### src/rtl/byte_uart_tx.sv
// Byte-wide UART transmitter (8N1) fed by a small byte FIFO.
// Strobed bytes are queued and sent back to back with no idle gap between frames.
module byte_uart_tx #(
  parameter int unsigned CLKS_PER_BIT = 868,
  parameter int unsigned FIFO_DEPTH   = 16
) (
  input  logic                         clk,
  input  logic                         reset,
  input  logic [7:0]                   in_byte,
  input  logic                         in_byte_en,
  output logic                         tx,
  output logic                         tx_busy,
  output logic                         fifo_empty,
  output logic                         fifo_full,
  output logic [$clog2(FIFO_DEPTH):0]  fifo_count,
  output logic                         overflow
);

  localparam int unsigned AddrW = $clog2(FIFO_DEPTH);
  localparam int unsigned CntW  = AddrW + 1;
  localparam logic [15:0] BaudMax = 16'(CLKS_PER_BIT - 1);
  localparam logic [AddrW-1:0] PtrOne = AddrW'(1);
  localparam logic [CntW-1:0]  CntOne = CntW'(1);
  localparam logic [CntW-1:0]  CntFull = CntW'(FIFO_DEPTH);

  typedef enum logic [1:0] {StIdle, StStart, StData, StStop} state_e;

  state_e            r_state, w_state_d;
  logic [15:0]       r_baud, w_baud_d;
  logic [2:0]        r_bit_cnt, w_bit_cnt_d;
  logic [7:0]        r_shift, w_shift_d;
  logic              r_tx, w_tx_d;

  logic [7:0]        r_mem [FIFO_DEPTH];
  logic [AddrW-1:0]  r_wr_ptr, r_rd_ptr;
  logic [CntW-1:0]   r_count, w_count_d;
  logic              r_full, r_empty, r_overflow;

  logic              w_push, w_pop, w_drop, w_baud_zero;
  logic [7:0]        w_head;

  // Full/empty come from registered flags, so a pop in the same cycle never frees a slot.
  assign w_push      = in_byte_en && !r_full && !reset;
  assign w_drop      = in_byte_en && r_full;
  assign w_head      = r_mem[r_rd_ptr];
  assign w_baud_zero = (r_baud == 16'd0);

  always_comb begin
    w_count_d = r_count;
    unique case ({w_push, w_pop})
      2'b10:   w_count_d = r_count + CntOne;
      2'b01:   w_count_d = r_count - CntOne;
      default: w_count_d = r_count;
    endcase
  end

  always_comb begin
    w_state_d   = r_state;
    w_baud_d    = r_baud;
    w_bit_cnt_d = r_bit_cnt;
    w_shift_d   = r_shift;
    w_tx_d      = r_tx;
    w_pop       = 1'b0;
    unique case (r_state)
      StIdle: begin
        w_tx_d = 1'b1;
        if (!r_empty) begin
          w_pop       = 1'b1;
          w_shift_d   = w_head;
          w_bit_cnt_d = 3'd0;
          w_baud_d    = BaudMax;
          w_state_d   = StStart;
          w_tx_d      = 1'b0;
        end
      end
      StStart: begin
        if (w_baud_zero) begin
          w_baud_d  = BaudMax;
          w_state_d = StData;
          w_tx_d    = r_shift[0];
        end else begin
          w_baud_d = r_baud - 16'd1;
        end
      end
      StData: begin
        if (w_baud_zero) begin
          w_baud_d = BaudMax;
          if (r_bit_cnt == 3'd7) begin
            w_state_d = StStop;
            w_tx_d    = 1'b1;
          end else begin
            w_bit_cnt_d = r_bit_cnt + 3'd1;
            w_shift_d   = {1'b0, r_shift[7:1]};
            w_tx_d      = r_shift[1];
          end
        end else begin
          w_baud_d = r_baud - 16'd1;
        end
      end
      StStop: begin
        if (w_baud_zero) begin
          // Chain straight into the next start bit when more data is queued.
          if (!r_empty) begin
            w_pop       = 1'b1;
            w_shift_d   = w_head;
            w_bit_cnt_d = 3'd0;
            w_baud_d    = BaudMax;
            w_state_d   = StStart;
            w_tx_d      = 1'b0;
          end else begin
            w_state_d = StIdle;
            w_tx_d    = 1'b1;
          end
        end else begin
          w_baud_d = r_baud - 16'd1;
        end
      end
      default: begin
        w_state_d = StIdle;
        w_tx_d    = 1'b1;
      end
    endcase
  end

  always_ff @(posedge clk) begin
    if (reset) begin
      r_state    <= StIdle;
      r_baud     <= 16'd0;
      r_bit_cnt  <= 3'd0;
      r_shift    <= 8'd0;
      r_tx       <= 1'b1;
      r_wr_ptr   <= '0;
      r_rd_ptr   <= '0;
      r_count    <= '0;
      r_full     <= 1'b0;
      r_empty    <= 1'b1;
      r_overflow <= 1'b0;
    end else begin
      r_state    <= w_state_d;
      r_baud     <= w_baud_d;
      r_bit_cnt  <= w_bit_cnt_d;
      r_shift    <= w_shift_d;
      r_tx       <= w_tx_d;
      r_count    <= w_count_d;
      r_full     <= (w_count_d == CntFull);
      r_empty    <= (w_count_d == '0);
      r_overflow <= r_overflow | w_drop;
      if (w_push) r_wr_ptr <= r_wr_ptr + PtrOne;
      if (w_pop)  r_rd_ptr <= r_rd_ptr + PtrOne;
    end
  end

  always_ff @(posedge clk) begin
    if (w_push) r_mem[r_wr_ptr] <= in_byte;
  end

  assign tx         = r_tx;
  assign tx_busy    = (r_state != StIdle);
  assign fifo_empty = r_empty;
  assign fifo_full  = r_full;
  assign fifo_count = r_count;
  assign overflow   = r_overflow;

endmodule
### config.mk
export PLATFORM = sky130hd
export DESIGN_NAME = byte_uart_tx
export DESIGN_NICKNAME = d
export VERILOG_FILES = /design/src/rtl/byte_uart_tx.sv
export SDC_FILE = /design/constraint.sdc
export NUM_CORES = 1
export LEC_CHECK = 0
export BUFFER_PORTS_ARGS = -buffer_cell sky130_fd_sc_hd__buf_4
export CORE_ASPECT_RATIO = 0.75
export CORE_MARGIN = 5
export CORE_UTILIZATION = 35
export CTS_CLUSTER_SIZE = 12
export DETAILED_ROUTE_END_ITERATION = 8
export PLACE_DENSITY = 0.57
export SYNTH_ARGS = -nofsm -noshare
export SYNTH_HDL_FRONTEND = slang
export SYNTH_SLANG_ARGS = --single-unit
### constraint.sdc
create_clock -name clk -period 3.59 [get_ports clk]
set_clock_uncertainty 0.1 [all_clocks]
set_input_delay 0.359 -clock clk [delete_from_list [all_inputs] [get_ports clk]]
set_output_delay 0.359 -clock clk [all_outputs]
set_load 0.005 [all_outputs]
==> flow_summary.toml, run 1 <==
[sta]
drv_slew = 0
max_freq_mhz = 296
tightestPinTransition_ps = 879
relSlewSlack_pct = 41.0
setup_viol = 0
finalHoldViolations = 0
finalCritPeriodShare_pct = 94.2
fin_crit_ps = 3380

[flow_run]
maxCapViolations = 0

[place]
dp_cells = 848
hpwlAfterDp_mm = 10.9
numPortBuffers = 20
gp_congestion = 0.811

[logic_synthesis]
yosysSeqAreaShare_pct = 63.2
syn_nets = 583
yosysUniqueCellTypes = 56
yosys_register_bits = 178
yosysMostFrequentCell = "edfxtp_1"
synthCells = 555
yosysTopAreaCellShare_pct = 50.2
synth.area.top_cells = "edfxtp_1 50%, dfxtp_1 13%, mux4_2 7.6%"
synthFlopType = "edfxtp_1"
synth_enable_flop_cells = 128
synthTopCellsByCount = "128 x edfxtp_1, 60 x nor2_1, 50 x dfxtp_1, 33 x a21oi_1, 26 x mux4_2"
syn-cell-area_um2 = 7660
synthesis.yosys.warnings = 0
syn-mean-instance-area_um2 = 13.8
async_flop_share_pct = 0
yosysTopAreaCell = "edfxtp_1"

[setup_path]
worstSetupStartpointType = "register"
cp-end-kind = "register"
reg2reg_slack_ps = 210
cp_cell_sequence = "inv_1 > ha_1 > nor3b_4 > and4_4 > a21oi_2 > nor3_2 > ha_1 > xor2_1 > ha_1 > o21a_1 > o21ai_0 > nand2b_1 > a211oi_2 > mux2i_1 > inv_1 > and2_1"
critical_path_class = "register to register"
cp.arrival_ps = 3600
critical-path-slowest-cell = "dfxtp_1"
critPathMaxFanout = 6
crit_path_max_incr_delay_ps = 350
cpMostUsedCell = "ha_1"
critPathRequiredTime_ps = 3810

[global_routing]
grt_max_degree = 50
grt_pass1_vias = 4794
grt_pass1_wl_mm = 26.1
top_usage_layer = "met2"
grt.met3_usage_pct = 2.83
met1_usage_pct = 18.1
grt_usage_pct = 13.3
met2_usage_pct = 21.5
antenna_found_initial = 0
grt_overflow_total = 0

[cts]
numCtsBuffers = 17
insertion_delay_ps = 430
clockRootBuffer = "clkbuf_16"
cts_tree = "built"
clk_path_buf_depth = 2
cts_hold_buf = 0
clk_pin_slew_ps = 60
cts_sinks = 178
htreeDepth = 4

[drt]
drt-total-wl_mm = 16.4
first_iter_violations = 388
vias_per_cell = 5.32
drc = 0
drt_pass1_iterations = 5
drtAntennaViolNets = 0
num_vias = 4695
wl_per_cell_um = 18.6

[floorplan]
row_count = 46
fp.coreArea_um2 = 21400
die_w_um = 181
io_pins = 21
initial_core_util_pct = 35.9
dieArea_um2 = 25000
die_h_um = 138

[pwr]
leakagePower_nw = 2.92
ir_worst_vdd_uv = 371
powerDensity_nw_per_um2 = 740
p_total_mw = 6.50

[cells_and_area]
post-route-util_pct = 41.1
fin_nets = 609
instances_no_fill = 882
multi_input_area_um2 = 2650
drive_above_1_share_pct = 22.1
area_growth_pct = 14.6
n_fill_cell = 1944
n_antenna_cell = 0
register_area_um2 = 4850

[status]
status = "complete, no violations"

[hold_path]
hold_path.class = "input port to register"
-- per-layer routing --
metal | share of wire [%] | routed length, um
met5 | 0 | 0
met4 | 0.92 | 151
met3 | 4.6 | 748
met2 | 48 | 7840
met1 | 47 | 7630
-- final timing paths --
| path | start | endpoint | depth (start not counted) |
|---|---|---|---|
| worst min register to register | r_shift[0] | r_shift[0] | 1 |
| worst max register to register | r_baud[0] | fifo_full | 16 |
| worst max-delay path | r_baud[0] | fifo_full | 16 |
| worst min-delay path | in_byte_en | overflow | 3 |
-- flip-flops by register name, indices dropped and copies added, names as in the netlist, named ones only --
name / cells
r_mem: 128
r_baud: 16
r_shift: 8
fifo_count: 5
r_rd_ptr: 4
r_wr_ptr: 4
r_bit_cnt: 3
r_state: 2
fifo_empty: 1
fifo_full: 1
overflow: 1
tx: 1
-- worst max-delay path, delay by kind of cell, from the launching register on --
| kind | cells | cell delay, ps |
|---|---|---|
| and+or+nand+nor | 5 | 1020 |
| muxes | 1 | 260 |
| AOI/OAI and AO/OA | 4 | 670 |
| DFF | 1 | 350 |
| buffers and inverters | 2 | 140 |
| xor gates and xnor gates | 1 | 80 |
| adders and majority gates | 3 | 650 |
-- where the power goes --
group,switching [mW],internal (mW)
registers,0.255,2.37
logic,1.13,0.907
clock network,0.796,1.04
-- timing repair --
| action | 4_1_cts | 5_1_grt |
|---|---|---|
| gates resized for setup | 2 | 3 |
| endpoints found under the setup margin | 1 | 3 |
| setup buffers | 0 | 2 |
| pin swaps | 0 | 0 |
-- cell families (layout without fill, tap and decap cells) --
| kind of cell | count (synthesis) | in the layout | share of synthesized area [%] |
|---|---|---|---|
| muxes | 53 | 53 | 11.4 |
| DFF | 178 | 178 | 63.2 |
| and+or+nand+nor | 154 | 154 | 10.5 |
| xor gates and xnor gates | 11 | 11 | 1.26 |
| adders and majority gates | 17 | 17 | 2.78 |
| buffers and inverters | 44 | 83 | 2.45 |
| AOI/OAI and AO/OA | 98 | 98 | 8.39 |
-- metrics by stage --
stage	setup WS, ps	hold WS, ps	setup TNS (ps)	cell area (um2)
CTS	56.6	65.4	0	8760
finish	209	87.7	0	8780
floorplan	61.6	331	0	7660
global placement	189	343	0	8170
detailed placement	36.2	354	0	8170
global route	-8.50	119	-8.50	8780
-- layout by cell type, fill, tap and decap left out, drive strengths merged, types with 3 or more instances in the layout --
| cell | count |
|---|---|
| nor2 | 61 |
| inv | 15 |
| nand3b | 5 |
| mux2 | 13 |
| nor2b | 6 |
| xor2 | 6 |
| ha | 17 |
| nor3 | 17 |
| a211oi | 10 |
| buf | 41 |
| o22ai | 8 |
| or4 | 3 |
| o21ai | 13 |
| clkbuf | 18 |
| dfxtp | 50 |
| a21oi | 33 |
| o21a | 4 |
| nand3 | 5 |
| mux4 | 26 |
| a31o | 6 |
| a311oi | 8 |
| nand2 | 20 |
| edfxtp | 128 |
| nor4 | 11 |
| mux2i | 14 |
| xnor2 | 5 |
| clkinv | 7 |
| nand2b | 11 |
-- final cells by class --
class                           instances  share of cell area (%)
Sequential cell                       178                    55.2
Multi-Input combinational cell        333                    30.1
Clock buffer                           18                    4.89
Tap cell                              288                    4.10
Timing Repair Buffer                   41                    3.50
Clock inverter                         14                    1.77
Inverter                               10                   0.427
Note: power is estimated with default switching activity, not from simulation.
==> run 2, diff against run 1 <==
--- a/config.mk
+++ b/config.mk
@@ -6,12 +6,13 @@
 export NUM_CORES = 1
 export LEC_CHECK = 0
 export BUFFER_PORTS_ARGS = -buffer_cell sky130_fd_sc_hd__buf_4
+export CAP_MARGIN = 15
 export CORE_ASPECT_RATIO = 0.75
 export CORE_MARGIN = 5
-export CORE_UTILIZATION = 35
+export CORE_UTILIZATION = 40
 export CTS_CLUSTER_SIZE = 12
 export DETAILED_ROUTE_END_ITERATION = 8
-export PLACE_DENSITY = 0.57
+export PLACE_DENSITY = 0.62
 export SYNTH_ARGS = -nofsm -noshare
 export SYNTH_HDL_FRONTEND = slang
 export SYNTH_SLANG_ARGS = --single-unit
==> constraint.sdc (replaced) <==
create_clock -name clk -period 3.11 [get_ports clk]
set_clock_uncertainty 0.1 [all_clocks]
set_input_delay 0.311 -clock clk [delete_from_list [all_inputs] [get_ports clk]]
set_output_delay 0.311 -clock clk [all_outputs]
set_load 0.005 [all_outputs]
==> run 2 against run 1 <==
  * Power increased by 20%
  * Via count increased by 0.30%
  * Critical path depth unchanged
  * Wire length decreased by 0.65%
  * Setup slack got worse by 170 ps
  * Critical path type unchanged
==> flow_summary.toml, run 2 (synthesis results as in run 1) <==
[status]
status = "complete, no violations"

[drt]
drt-met1-wl_mm = 7.63
drc = 0
wl_met2_mm = 7.77
drt-total-wl_mm = 16.3
drt_pass1_iterations = 5
routed.top_layer = "met4"
num_vias = 4709
dr_wl_met3_um = 672
first_iter_violations = 531
wl_per_cell_um = 18.9
drtAntennaViolNets = 0
vias_per_cell = 5.48

[floorplan]
io_pins = 21
dieArea_um2 = 22000
die_w_um = 170
row_count = 43
initial_core_util_pct = 41.0
fp.coreArea_um2 = 18700
die_h_um = 130

[cells_and_area]
final_common_cell = "edfxtp_1"
drive_above_1_share_pct = 26.3
area_growth_pct = 17.2
max_flop_register = "r_mem"
n_antenna_cell = 0
largestRegisters = "r_mem: 128 flops, r_baud: 16 flops, r_shift: 8 flops"
largest_reg_flops = 128
layout_common_cells = "128 x edfxtp_1, 60 x nor2_1, 58 x buf_4"
fin_nets = 628

[setup_path]
cp_cell_sequence = "inv_4 > ha_4 > nor3b_4 > and4_4 > a21oi_4 > nor3_4 > ha_2 > xor2_1 > ha_2 > o21a_1 > o21ai_2 > nand2b_1 > a211oi_2 > mux2i_1 > inv_1 > and2_4"
critPathMaxFanout = 5
cp.arrival_ps = 3300
worstSetupStartpointType = "register"
critPathRequiredTime_ps = 3340
crit_path_max_incr_delay_ps = 370
reg2reg_slack_ps = 40
cp-end-kind = "register"
cp_top_family = "simple AND/OR/NAND/NOR gates"
critical-path-slowest-cell = "dfxtp_4"
cpMostUsedCell = "ha_2"
critical_path_class = "register to register"
crit_buf_inv = 2

[sta]
finalHoldViolations = 0
setup_ws_ps = 38.1
drv_slew = 0
rsz0062_at_grt = "true"
max_freq_mhz = 326
setup_viol = 0
finalCritPeriodShare_pct = 98.8
fin_crit_ps = 3070
relSlewSlack_pct = 48.8
tightestPinTransition_ps = 767

[cts]
numCtsBuffers = 17
clk_pin_slew_ps = 70
cts_sinks = 178
insertion_delay_ps = 430
htreeDepth = 4
clockRootBuffer = "clkbuf_16"
clk_path_buf_depth = 2
cts_hold_buf = 0
cts_tree = "built"

[global_routing]
grt_overflow_total = 0
antenna_found_initial = 0
grt_usage_pct = 15.2
grt_max_degree = 50
grt_pass1_wl_mm = 25.7
grt_pass1_vias = 4686

[place]
hpwlAfterDp_mm = 10.8
gp_congestion = 0.871
numPortBuffers = 20
place_ws_ps = 53.8

[pwr]
p_total_mw = 7.77
ir_worst_vdd_uv = 503
powerDensity_nw_per_um2 = 865
leakagePower_nw = 3.04

[hold_path]
hold_path.class = "input port to register"

[flow_run]
maxCapViolations = 0
-- run 2: area by class of cell --
type                            instances  area [um2]
Inverter                               10        40.0
Clock buffer                           17         425
Clock inverter                         15         189
Sequential cell                       178        4850
Tap cell                              247         309
Multi-Input combinational cell        333        2700
Timing Repair Buffer                   60         463
Fill cell                            1607        9690
-- run 2: final timing paths --
| check | start | end | cells after the start |
|---|---|---|---|
| setup / recovery | r_baud[0] | fifo_full | 16 |
| hold / removal | in_byte_en | overflow | 3 |
| setup reg to reg | r_baud[0] | fifo_full | 16 |
| hold reg to reg | r_shift[0] | r_shift[0] | 1 |
-- run 2: stage by stage --
stage	hold WS (ps)	utilization [%]	instances	cell area (um2)	TNS, ps
floorplan	310	-	555	7730	-21.0
detailed placement	353	44.4	823	8300	0
global placement	342	44.4	823	8300	0
finish	23.0	48.1	860	8980	0
CTS	14.1	47.7	855	8910	0
global route	45.3	48.1	860	8980	-152
-- run 2: what timing repair did --
| item | CTS | global route |
|---|---|---|
| buffers inserted | 0 | 4 |
| resized for setup | 0 | 8 |
| setup endpoints to repair | 0 | 3 |
-- run 2: power breakdown --
part           switching [mW]  internal [mW]
clock                   0.983           1.23
sequential              0.249           2.74
combinational            1.38           1.19
-- run 2: worst reg2reg max path, cell delays in order, from the launching register on --
cell	delay [ps]
dfxtp_4	370
inv_4	60
ha_4	130
nor3b_4	230
and4_4	290
a21oi_4	70
nor3_4	140
ha_2	220
xor2_1	70
ha_2	210
o21a_1	180
o21ai_2	110
nand2b_1	80
a211oi_2	250
mux2i_1	260
inv_1	70
and2_4	130
-- run 2: metal layers --
metal / up-vias / global-route usage [%]
met1: 2371 / 21.3
met2: 100 / 23.9
li1: 2222 / -
met5: - / 0
met4: 0 / 4.78
met3: 16 / 3.45
==> run 3, diff against run 2 <==
--- a/config.mk
+++ b/config.mk
@@ -9,10 +9,10 @@
 export CAP_MARGIN = 15
 export CORE_ASPECT_RATIO = 0.75
 export CORE_MARGIN = 5
-export CORE_UTILIZATION = 40
+export CORE_UTILIZATION = 56
 export CTS_CLUSTER_SIZE = 12
 export DETAILED_ROUTE_END_ITERATION = 8
-export PLACE_DENSITY = 0.62
+export PLACE_DENSITY = 0.81
 export SYNTH_ARGS = -nofsm -noshare
 export SYNTH_HDL_FRONTEND = slang
 export SYNTH_SLANG_ARGS = --single-unit
==> run 3 against run 2 <==
  * Maximum frequency decreased by 0.33%
  * Register-to-register slack is essentially flat
  * Non-clock buffer count decreased by 7
  * Sequential share of layout area increased by 1.0 points
  * Count of clock-buffer cells in the layout unchanged
  * Critical path type unchanged
  * Die area shrank 27%
  * Hold slack worse by 2.8 ps
==> flow_summary.toml, run 3 (synthesis results as in run 1) <==
[status]
status = "complete, no violations"

[sta]
finalCritPeriodShare_pct = 99.1
drv_slew = 0
fin_crit_ps = 3080
max_freq_mhz = 324
setup_viol = 0
tightestPinTransition_ps = 894
setup_ws_ps = 28.0
rsz0062_at_grt = "true"
finalHoldViolations = 0
relSlewSlack_pct = 40.2
tns_ps = 0

[flow_run]
maxCapViolations = 0

[cells_and_area]
layout_common_cells = "128 x edfxtp_1, 60 x nor2_1, 51 x buf_4"
final_common_cell = "edfxtp_1"
post-route-util_pct = 65.0
area_growth_pct = 15.1
fin_nets = 621
n_antenna_cell = 0
largest_reg_flops = 128
drive_above_1_share_pct = 25.1
instances_no_fill = 781
max_flop_register = "r_mem"
largestRegisters = "r_mem: 128 flops, r_baud: 16 flops, r_shift: 8 flops"

[cts]
cts_tree = "built"
cts_sinks = 178
clk_pin_slew_ps = 70
htreeDepth = 4
cts_hold_buf = 0
numCtsBuffers = 17
clockRootBuffer = "clkbuf_16"
insertion_delay_ps = 430
clk_path_buf_depth = 2

[setup_path]
reg2reg_slack_ps = 30
reg2regPathDepth = 16
cp-end-kind = "register"
cp.arrival_ps = 3320
critPathMaxFanout = 3
critical_path_class = "register to register"
rr_endpoint = "fifo_full"
worstSetupStartpointType = "register"
reg2reg_from = "r_baud[1]"
critPathRequiredTime_ps = 3350

[drt]
routed.top_layer = "met4"
dr_wl_met3_mm = 1.25
num_vias = 4790
drt-total-wl_mm = 15.8
first_iter_violations = 597
vias_per_cell = 6.13
drt-met1-wl_mm = 6.53
wl_met2_mm = 7.77
drc = 0
drt_pass1_iterations = 5
drtAntennaViolNets = 0
wl_per_cell_um = 20.2

[pwr]
ir_worst_vdd_uv = 730
powerDensity_nw_per_um2 = 872
leakagePower_nw = 2.99

[global_routing]
grt_max_degree = 50
grt_pass1_vias = 4888
grt_overflow_total = 0
grt_pass1_wl_mm = 26.2
grt_usage_pct = 20.5
antenna_found_initial = 0

[place]
numPortBuffers = 20
gp_congestion = 0.905
hpwlAfterDp_mm = 10.3
dp_cells = 744
place_ws_ps = -18.5

[floorplan]
initial_core_util_pct = 56.5
row_count = 37
die_h_um = 111
fp.coreArea_um2 = 13600
die_w_um = 145
io_pins = 21
dieArea_um2 = 16100

[hold_path]
min_from = "in_byte_en"
hold_path.class = "input port to register"
hold_end = "overflow"
hold_path_depth = 3
==> run 3: cell types whose count changed in the layout (fill, tap and decap cells not counted), sizes merged <==
cell    previous run  this run
clkbuf            18        17
bufinv             2         1
inv               18        20
clkinv             4         3
buf               59        53
==> run 3: cell type report <==
type	instances	area [um2]
Clock inverter	15	176
Timing Repair Buffer	53	408
Fill cell	901	4750
Inverter	10	40.0
Tap cell	175	219
Multi-Input combinational cell	333	2690
Clock buffer	17	425
Sequential cell	178	4850
==> run 3: stage by stage <==
step	total power, mW	hold slack [ps]	instance area (um2)
3_3_place_gp	5.34	342	8150
5_1_grt	8.13	69.3	8820
2_1_floorplan	4.81	310	7730
3_5_place_dp	5.46	354	8150
4_1_cts	7.63	7.53	8760
6_report	7.68	20.3	8820
==> run 3: repair_timing <==
action	in CTS	in global routing
resized for setup	3	4
endpoints found under the setup margin	1	3
pin swaps	0	4
setup buffers	0	4
==> run 3: how the worst max path moves through the flow <==
stage / startpoint / to / depth (start not counted)
after floorplan: r_baud[1] / fifo_full / 18
after global placement: r_baud[1] / fifo_full / 16
after detailed placement: r_baud[12] / fifo_full / 14
after CTS: r_baud[0] / fifo_full / 16
after global routing: r_baud[1] / fifo_full / 16
final: r_baud[1] / fifo_full / 16
==> run 3: routing by layer <==
metal,vias to the layer above,track usage (%)
li1,2204,-
met1,2338,27.6
met2,217,33.7
met3,31,5.11
met4,0,5.66
met5,-,0
==> run 3: power by group <==
group,switching [mW],total (mW),internal (mW)
Clock,0.989,2.15,1.16
Sequential,0.231,2.97,2.74
Combinational,1.41,2.57,1.16
==> run 3: critical path, stage by stage, from the launching register on <==
cell      delay (ps)
dfxtp_4          360
inv_4             60
ha_4             130
nor3b_4          210
and4_4           280
a21oi_4           70
nor3_4           190
ha_2             220
xor2_1            80
ha_2             220
o21a_1           170
o21ai_1          150
nand2b_1          90
a211oi_2         200
mux2i_1          250
inv_1             80
and2_1           130
